`src/rtl/sound_pkg.sv`:
```
`default_nettype none
// ============================================================================
//  Module      : sound_pkg
//  Description : Shared types and helpers for the PCM stream player.
//                - player_state_t : playback sequencer states
//                - lanes()        : samples per memory word
//                - MIDSCALE()     : silence level for a given sample width
//  Revision    : 1.0  initial release
// ============================================================================
package sound_pkg;

    typedef enum logic [1:0] {
        IDLE  = 2'd0,
        PRIME = 2'd1,
        PLAY  = 2'd2
    } player_state_t;

    // Number of DATA_WIDTH samples packed into one memory word.
    function automatic int lanes(input int fifo_data_width, input int data_width);
        return fifo_data_width / data_width;
    endfunction

    // Mid-scale (silence) code for an unsigned sample of the given width.
    function automatic int MIDSCALE(input int data_width);
        return 1 << (data_width - 1);
    endfunction

endpackage
`default_nettype wire

```
`src/rtl/pwm_dac.sv`:
```
`default_nettype none
// ============================================================================
//  Module      : pwm_dac
//  Description : Glitch-free PWM audio DAC. A free-running counter is compared
//                against a level that is only reloaded when the counter wraps,
//                so a period is never cut short or stretched mid-cycle.
//  Ports       : clk, rst      - clock, asynchronous active-high reset
//                aud_en_i      - 0 forces the output low
//                level_i       - unsigned level to play
//                pwm_o         - registered PWM output
//  Revision    : 1.0  initial release
// ============================================================================
module pwm_dac
    import sound_pkg::*;
#(
    parameter int DATA_WIDTH = 8
) (
    input  logic                  clk,
    input  logic                  rst,
    input  logic                  aud_en_i,
    input  logic [DATA_WIDTH-1:0] level_i,
    output logic                  pwm_o
);

    localparam logic [DATA_WIDTH-1:0] CNT_MAX = '1;
    localparam logic [DATA_WIDTH-1:0] MID     = DATA_WIDTH'(MIDSCALE(DATA_WIDTH));

    logic [DATA_WIDTH-1:0] cnt_q;
    logic [DATA_WIDTH-1:0] cmp_q;
    logic                  pwm_q;

    always_ff @(posedge clk or posedge rst) begin
        if (rst) begin
            cnt_q <= '0;
            cmp_q <= MID;
            pwm_q <= 1'b0;
        end else begin
            cnt_q <= cnt_q + DATA_WIDTH'(1);
            // Reload only at wrap so the next period starts with the new level.
            if (cnt_q == CNT_MAX) begin
                cmp_q <= level_i;
            end
            pwm_q <= aud_en_i & (cnt_q < cmp_q);
        end
    end

    assign pwm_o = pwm_q;

endmodule
`default_nettype wire

```
`src/rtl/pcm_stream_player.sv`:
```
`default_nettype none
// ============================================================================
//  Module      : pcm_stream_player
//  Description : Fetches packed PCM words from a synchronous sample memory,
//                unpacks them little-endian into DATA_WIDTH samples at a
//                programmable rate, applies a volume shift and drives a PWM
//                audio output. One-shot or looped playback over an inclusive
//                address window.
//  Ports       : clk, rst                 - clock, async active-high reset
//                start, stop              - playback control pulses
//                loop_en, rate_div,
//                start_addr, end_addr     - latched on start
//                aud_en, vol_shift        - live output controls
//                mem_addr, mem_rd_en,
//                mem_rd_data              - sample memory (1-cycle latency)
//                busy, done               - status
//                aud_pwm                  - PWM audio output
//  Revision    : 1.0  initial release
// ============================================================================
module pcm_stream_player
    import sound_pkg::*;
#(
    parameter int DATA_WIDTH      = 8,
    parameter int FIFO_DATA_WIDTH = 32,
    parameter int ADDR_WIDTH      = 16,
    parameter int DIV_WIDTH       = 16
) (
    input  logic                       clk,
    input  logic                       rst,
    input  logic                       start,
    input  logic                       stop,
    input  logic                       loop_en,
    input  logic                       aud_en,
    input  logic [DIV_WIDTH-1:0]       rate_div,
    input  logic [ADDR_WIDTH-1:0]      start_addr,
    input  logic [ADDR_WIDTH-1:0]      end_addr,
    input  logic [2:0]                 vol_shift,
    output logic [ADDR_WIDTH-1:0]      mem_addr,
    output logic                       mem_rd_en,
    input  logic [FIFO_DATA_WIDTH-1:0] mem_rd_data,
    output logic                       busy,
    output logic                       done,
    output logic                       aud_pwm
);

    localparam int                    LANES     = lanes(FIFO_DATA_WIDTH, DATA_WIDTH);
    localparam int                    LANE_W    = (LANES > 1) ? $clog2(LANES) : 1;
    localparam logic [LANE_W-1:0]     LAST_LANE = LANE_W'(LANES - 1);
    localparam logic [DATA_WIDTH-1:0] MID       = DATA_WIDTH'(MIDSCALE(DATA_WIDTH));

    // Address following 'a' inside the window; wraps modulo 2^ADDR_WIDTH and
    // back to the window start after the last address.
    function automatic logic [ADDR_WIDTH-1:0] next_addr(
        input logic [ADDR_WIDTH-1:0] a,
        input logic [ADDR_WIDTH-1:0] s,
        input logic [ADDR_WIDTH-1:0] e
    );
        return (a == e) ? s : (a + ADDR_WIDTH'(1));
    endfunction

    // ------------------------------------------------------------------
    // State
    // ------------------------------------------------------------------
    player_state_t              state_q,    state_d;
    logic                       prime_ph_q, prime_ph_d;   // PRIME cycle 0/1
    logic [DIV_WIDTH-1:0]       rate_q,     rate_d;
    logic [ADDR_WIDTH-1:0]      start_q,    start_d;
    logic [ADDR_WIDTH-1:0]      end_q,      end_d;
    logic                       loop_q,     loop_d;
    logic [DIV_WIDTH-1:0]       cnt_q,      cnt_d;
    logic [LANE_W-1:0]          lane_q,     lane_d;
    logic [FIFO_DATA_WIDTH-1:0] cur_word_q, cur_word_d;
    logic [FIFO_DATA_WIDTH-1:0] nxt_word_q, nxt_word_d;
    logic [ADDR_WIDTH-1:0]      cur_addr_q, cur_addr_d;   // address of cur_word
    logic [ADDR_WIDTH-1:0]      mem_addr_q, mem_addr_d;   // also address of nxt_word
    logic                       rd_en_q,    rd_en_d;
    logic                       pend_q,     pend_d;       // read data arrives this cycle
    logic                       last_q,     last_d;       // final sample is playing
    logic [DATA_WIDTH-1:0]      sample_q,   sample_d;
    logic                       done_q,     done_d;

    logic [DIV_WIDTH-1:0]       w_term;
    logic                       w_tick;
    logic [DATA_WIDTH-1:0]      w_lane_sample;

    assign w_term        = (rate_q == '0) ? DIV_WIDTH'(1) : rate_q;
    assign w_tick        = (state_q == PLAY) && (cnt_q == w_term);
    assign w_lane_sample = cur_word_q[int'(lane_q) * DATA_WIDTH +: DATA_WIDTH];

    always_ff @(posedge clk or posedge rst) begin
        if (rst) begin
            state_q    <= IDLE;
            prime_ph_q <= 1'b0;
            rate_q     <= '0;
            start_q    <= '0;
            end_q      <= '0;
            loop_q     <= 1'b0;
            cnt_q      <= '0;
            lane_q     <= '0;
            cur_word_q <= '0;
            nxt_word_q <= '0;
            cur_addr_q <= '0;
            mem_addr_q <= '0;
            rd_en_q    <= 1'b0;
            pend_q     <= 1'b0;
            last_q     <= 1'b0;
            sample_q   <= MID;
            done_q     <= 1'b0;
        end else begin
            state_q    <= state_d;
            prime_ph_q <= prime_ph_d;
            rate_q     <= rate_d;
            start_q    <= start_d;
            end_q      <= end_d;
            loop_q     <= loop_d;
            cnt_q      <= cnt_d;
            lane_q     <= lane_d;
            cur_word_q <= cur_word_d;
            nxt_word_q <= nxt_word_d;
            cur_addr_q <= cur_addr_d;
            mem_addr_q <= mem_addr_d;
            rd_en_q    <= rd_en_d;
            pend_q     <= pend_d;
            last_q     <= last_d;
            sample_q   <= sample_d;
            done_q     <= done_d;
        end
    end

    always_comb begin
        state_d    = state_q;
        prime_ph_d = prime_ph_q;
        rate_d     = rate_q;
        start_d    = start_q;
        end_d      = end_q;
        loop_d     = loop_q;
        cnt_d      = cnt_q;
        lane_d     = lane_q;
        cur_word_d = cur_word_q;
        nxt_word_d = nxt_word_q;
        cur_addr_d = cur_addr_q;
        mem_addr_d = mem_addr_q;
        rd_en_d    = 1'b0;
        pend_d     = rd_en_q;
        last_d     = last_q;
        sample_d   = sample_q;
        done_d     = 1'b0;

        // Read data lands one cycle after the strobe: the PRIME read fills the
        // current word, every later read is the prefetch for the next word.
        if (pend_q) begin
            if (state_q == PRIME) begin
                cur_word_d = mem_rd_data;
            end else if (state_q == PLAY) begin
                nxt_word_d = mem_rd_data;
            end
        end

        if (stop) begin
            state_d    = IDLE;
            prime_ph_d = 1'b0;
            pend_d     = 1'b0;
            last_d     = 1'b0;
            sample_d   = MID;
        end else begin
            case (state_q)
                IDLE: begin
                    sample_d = MID;
                    if (start) begin
                        state_d    = PRIME;
                        prime_ph_d = 1'b0;
                        rate_d     = rate_div;
                        start_d    = start_addr;
                        end_d      = end_addr;
                        loop_d     = loop_en;
                        mem_addr_d = start_addr;
                        rd_en_d    = 1'b1;
                    end
                end

                PRIME: begin
                    if (!prime_ph_q) begin
                        // Prefetch the second word while the first is in flight.
                        prime_ph_d = 1'b1;
                        mem_addr_d = next_addr(start_q, start_q, end_q);
                        rd_en_d    = 1'b1;
                    end else begin
                        state_d    = PLAY;
                        prime_ph_d = 1'b0;
                        cur_addr_d = start_q;
                        lane_d     = '0;
                        cnt_d      = '0;
                        last_d     = 1'b0;
                    end
                end

                PLAY: begin
                    if (w_tick) begin
                        cnt_d = '0;
                        if (last_q) begin
                            // Final sample has held a full period.
                            state_d  = IDLE;
                            done_d   = 1'b1;
                            last_d   = 1'b0;
                            sample_d = MID;
                        end else begin
                            sample_d = w_lane_sample;
                            if (lane_q != LAST_LANE) begin
                                lane_d = lane_q + LANE_W'(1);
                            end else begin
                                lane_d     = '0;
                                cur_word_d = nxt_word_q;
                                cur_addr_d = mem_addr_q;
                                if ((cur_addr_q == end_q) && !loop_q) begin
                                    last_d = 1'b1;
                                end else begin
                                    mem_addr_d = next_addr(mem_addr_q, start_q, end_q);
                                    rd_en_d    = 1'b1;
                                end
                            end
                        end
                    end else begin
                        cnt_d = cnt_q + DIV_WIDTH'(1);
                    end
                end

                default: begin
                    state_d = IDLE;
                end
            endcase
        end
    end

    // ------------------------------------------------------------------
    // Volume: centre on midscale, arithmetic shift, re-bias. The shifted
    // magnitude never exceeds the unshifted one, so the result stays in range.
    // ------------------------------------------------------------------
    logic signed [DATA_WIDTH:0] w_centered;
    logic signed [DATA_WIDTH:0] w_shifted;
    logic [DATA_WIDTH-1:0]      w_level;

    assign w_centered = $signed({1'b0, sample_q}) - $signed({1'b0, MID});
    assign w_shifted  = w_centered >>> vol_shift;
    assign w_level    = w_shifted[DATA_WIDTH-1:0] + MID;

    pwm_dac #(
        .DATA_WIDTH (DATA_WIDTH)
    ) u_dac (
        .clk      (clk),
        .rst      (rst),
        .aud_en_i (aud_en),
        .level_i  (w_level),
        .pwm_o    (aud_pwm)
    );

    assign mem_addr  = mem_addr_q;
    assign mem_rd_en = rd_en_q;
    assign busy      = (state_q != IDLE);
    assign done      = done_q;

endmodule
`default_nettype wire

```
`config.mk`:
```
export PLATFORM = sky130hd
export DESIGN_NAME = pcm_stream_player
export DESIGN_NICKNAME = d
export VERILOG_FILES = /design/src/rtl/sound_pkg.sv /design/src/rtl/pwm_dac.sv /design/src/rtl/pcm_stream_player.sv
export SDC_FILE = /design/constraint.sdc
export NUM_CORES = 1
export LEC_CHECK = 0
export BUFFER_PORTS_ARGS = -buffer_cell sky130_fd_sc_hd__buf_2
export CAP_MARGIN = 15
export CORE_ASPECT_RATIO = 0.5
export CORE_MARGIN = 5
export CORE_UTILIZATION = 40
export DETAILED_ROUTE_END_ITERATION = 10
export GPL_ROUTABILITY_DRIVEN = 0
export SLEW_MARGIN = 20
export SYNTH_ARGS = -nofsm -noshare
export SYNTH_HDL_FRONTEND = slang
export SYNTH_SLANG_ARGS = --single-unit
```
`constraint.sdc`:
```
create_clock -name clk -period 16.4 [get_ports clk]
set_input_delay 3.28 -clock clk [delete_from_list [all_inputs] [get_ports clk]]
set_output_delay 3.28 -clock clk [all_outputs]
set_load 0.01 [all_outputs]
```
==> flow_summary.ini <==
[timing]
skew_ns = 0.0106
setup_viol = 0
slew_violations = 0
finalHoldViolations = 0
rsz0062_at_grt = false
tns_ns = 0
fin_crit_sh_pct = 29.7
whs_ns = 0.480
clock.fmax_mhz = 205
relSlewSlack_pct = 28.7
finalCriticalPeriod_ns = 4.88
worstMarginPinSlew_ns = 1.07

[floorplan]
die_w_um = 241
num_io_pins = 109
row_count = 42
die_height_um = 126
coreArea_mm2 = 0.0264
die_area_mm2 = 0.0303
initial_core_util_pct = 40.5

[route]
drt-vias-per-instance = 5.35
firstDrtPassIters = 5
routed_wl_mm = 25.7
wl_per_cell_um = 18.0
drcViolationCount = 0
drtIter0Drc = 471
ant_nets = 0
num_vias = 7653

[synthesis]
synth-seq-area-share_pct = 45.7
ys_ff_latch = 195
syn-num-nets = 1100
synthAdderAreaFrac_pct = 1.99
synth.area.mux_share_pct = 19.1
ys.flop_type = dfrtp_1
synthXorXnorAreaFrac_pct = 8.03
async_flop_share_pct = 100
synth_top_family_by_area = multiplexers
synthDistinctLibCells = 62
synth_edf_count = 0
syn_area_per_cell_um2 = 10.7
synth_compound_area_share_pct = 8.76
netlist_instances = 994
synth_warnings = 0
syn-cell-area_mm2 = 0.0107
synthSimpleGateAreaFrac_pct = 12.6

[global_route]
grt_use_total_pct = 17.2
antenna_found_initial = 2
grt_pass1_wl_mm = 42.0
grt_max_degree = 126
grt.overflow.total = 0
grt_pass1_vias = 7874

[critical_path]
crit_required_ns = 16.74
r2r-start = state_q[0]$_DFFE_PP0P_
cp_cell_sequence = buf_2 -> nor2_1 -> nand2_1 -> a21oi_1 -> a21boi_0 -> a31o_2
crit_start = stop
slowest_delay_ns = 0.79
cpMaxStageDelayCell = a21oi_1
rr_worst_depth = 7
cp_max_fo = 22
startpoint_type = input pin
path_class = in2reg
critPathCaptureType = flip-flop
worst_ep_arrival_time_ns = 5.22

[cts]
clockBufferDepth = 2
cts.sinks = 195
postCtsSetupBuffers = 0
cts_resized = 0
cts_made_buffers = 17
cts_hold_buf = 0
cts_max_level = 4
worstSkewPairLatency_ns = 0.45
clockRootBuffer = clkbuf_16
cts.clk_slew.worst_paths_ns = 0.08
cts_tree = yes

[pwr]
power_density_mw_per_mm2 = 171
p_leak_uw = 0.00545
vdd_drop_max_mv = 0.0899

[worst_hold_path]
worstHoldStart = nxt_word_q[27]$_DFFE_PP0P_
worstHoldPathType = reg2reg
hold_depth = 2

[placement]
place.detailed.hpwl_mm = 18.1
dpl-instance-area_mm2 = 0.0114
numPortBuffers = 108

[outcome]
outcome = complete, no violations

[cells_and_area]
fin_nets = 1170
drive_gt1_share_pct = 26.7
syn_to_final_growth_pct = 12.5
post-route-util_pct = 45.6
stdcell_area_mm2 = 0.0120
n_fill_cell = 2476

[job]
drv_cap = 0
==> final timing paths <==
kind	to	slack, ns
setup / recovery	lane_q[0]$_DFFE_PP0P_	11.52
hold / removal	cur_word_q[27]$_DFF_PP0_	0.48
setup reg to reg	cnt_q[5]$_DFFE_PP0P_	12.82
hold reg to reg	cur_word_q[27]$_DFF_PP0_	0.48
max in group asynchronous	mem_addr[7]$_DFFE_PP0P_	11.99
min in group asynchronous	nxt_word_q[2]$_DFFE_PP0P_	2.98
==> Yosys cell counts, drive strengths merged, types with 3 or more instances <==
| cell | n | share of area (%) |
|---|---|---|
| nand2b | 13 | 0.76 |
| nor4 | 15 | 1.0 |
| o21ai | 74 | 3.6 |
| xor2 | 50 | 4.1 |
| inv | 24 | 0.84 |
| a2111oi | 3 | 0.25 |
| nand3 | 32 | 1.5 |
| or2 | 4 | 0.23 |
| clkbuf | 41 | 1.4 |
| o221ai | 3 | 0.25 |
| nor2 | 44 | 1.6 |
| a21o | 5 | 0.35 |
| o31ai | 16 | 1.1 |
| and4 | 4 | 0.33 |
| nor2b | 4 | 0.23 |
| buf | 22 | 1.5 |
| and3 | 7 | 0.41 |
| mux4 | 9 | 1.9 |
| a21oi | 33 | 1.6 |
| mux2i | 49 | 4.6 |
| xnor2 | 48 | 3.9 |
| nor3 | 14 | 0.76 |
| or3 | 5 | 0.29 |
| nand2 | 91 | 3.2 |
| nand4 | 24 | 1.5 |
| dfrtp | 193 | 45 |
| mux2 | 116 | 13 |
| ha | 17 | 2.0 |
| o211ai | 3 | 0.21 |
==> layout by cell type (no fill, tap or decap), drive strengths merged, types with 4 or more instances in the layout <==
cell type    n
dfrtp      193
mux2       116
buf        114
nand2       91
o21ai       74
xor2        50
mux2i       49
xnor2       48
nor2        44
a21oi       33
inv         33
nand3       32
nand4       24
clkbuf      19
ha          17
o31ai       16
nor4        15
nor3        14
nand2b      13
mux4         9
and3         7
or3          5
a21o         5
nor2b        4
and4         4
or2          4
==> metal layers <==
metal / share of wire, % / vias up / global-route usage, % / wire length, um
met5: 0.027 / - / 0 / 7
met4: 1.1 / 2 / 4.28 / 279
met1: 46 / 3829 / 23.3 / 11900
met3: 3.5 / 19 / 3.78 / 906
met2: 49 / 130 / 28.2 / 12600
li1: - / 3673 / - / -
==> power by group <==
| part | leakage [uW] | switching (uW) | total (uW) | internal, uW |
|---|---|---|---|---|
| Combinational | 0.00278 | 323 | 699 | 377 |
| Clock | 0.000295 | 210 | 437 | 227 |
| Sequential | 0.00237 | 251 | 920 | 669 |
==> stage by stage <==
| stage | std cells | total power (uW) | setup WS [ns] |
|---|---|---|---|
| 6_report | 1430 | 2060 | 11.52 |
| 4_1_cts | 1429 | 2070 | 11.37 |
| 3_3_place_gp | 1397 | 1600 | 10.93 |
| 2_1_floorplan | 994 | 1410 | 7.81 |
| 5_1_grt | 1430 | 2190 | 11.42 |
| 3_5_place_dp | 1397 | 1630 | 10.90 |
==> registers in the layout (all words and copies together) (netlist names) <==
signal / flops
mem_addr: 16
sample_q: 8
prime_ph_q: 1
cur_word_q: 32
rate_q: 16
lane_q: 2
u_dac.pwm_o: 1
done: 1
mem_rd_en: 1
state_q: 2
start_q: 16
pend_q: 1
cur_addr_q: 16
u_dac.cmp_q: 8
nxt_word_q: 32
end_q: 16
cnt_q: 16
last_q: 1
u_dac.cnt_q: 8
loop_q: 1
==> critical path, delay by kind of cell <==
family                 cells  cell delay, ns
AO/OA/AOI/OAI              3            1.28
AND/OR/NAND/NOR            2            0.43
buffers and inverters      1            0.23
==> layout make-up <==
cell class | count | area, um^2 | area share [%]
sequential | 195 | 4880 | 40.6
antenna | 1 | 2.50 | 0.0208
tap | 352 | 440 | 3.66
inverter | 24 | 97.6 | 0.812
timing repair buffer | 114 | 586 | 4.87
clock inverter | 13 | 155 | 1.29
clock buffer | 19 | 453 | 3.77
multi-input combinational | 712 | 5400 | 45.0
==> cell families after synthesis <==
kind of cell,after synthesis
AND/OR/NAND/NOR,268
flip-flops,195
multiplexers,174
AO/OA/AOI/OAI,155
XOR/XNOR,98
buffers and inverters,87
adder cells (fa/ha/maj),17
Power figures use the tool's default switching activity.
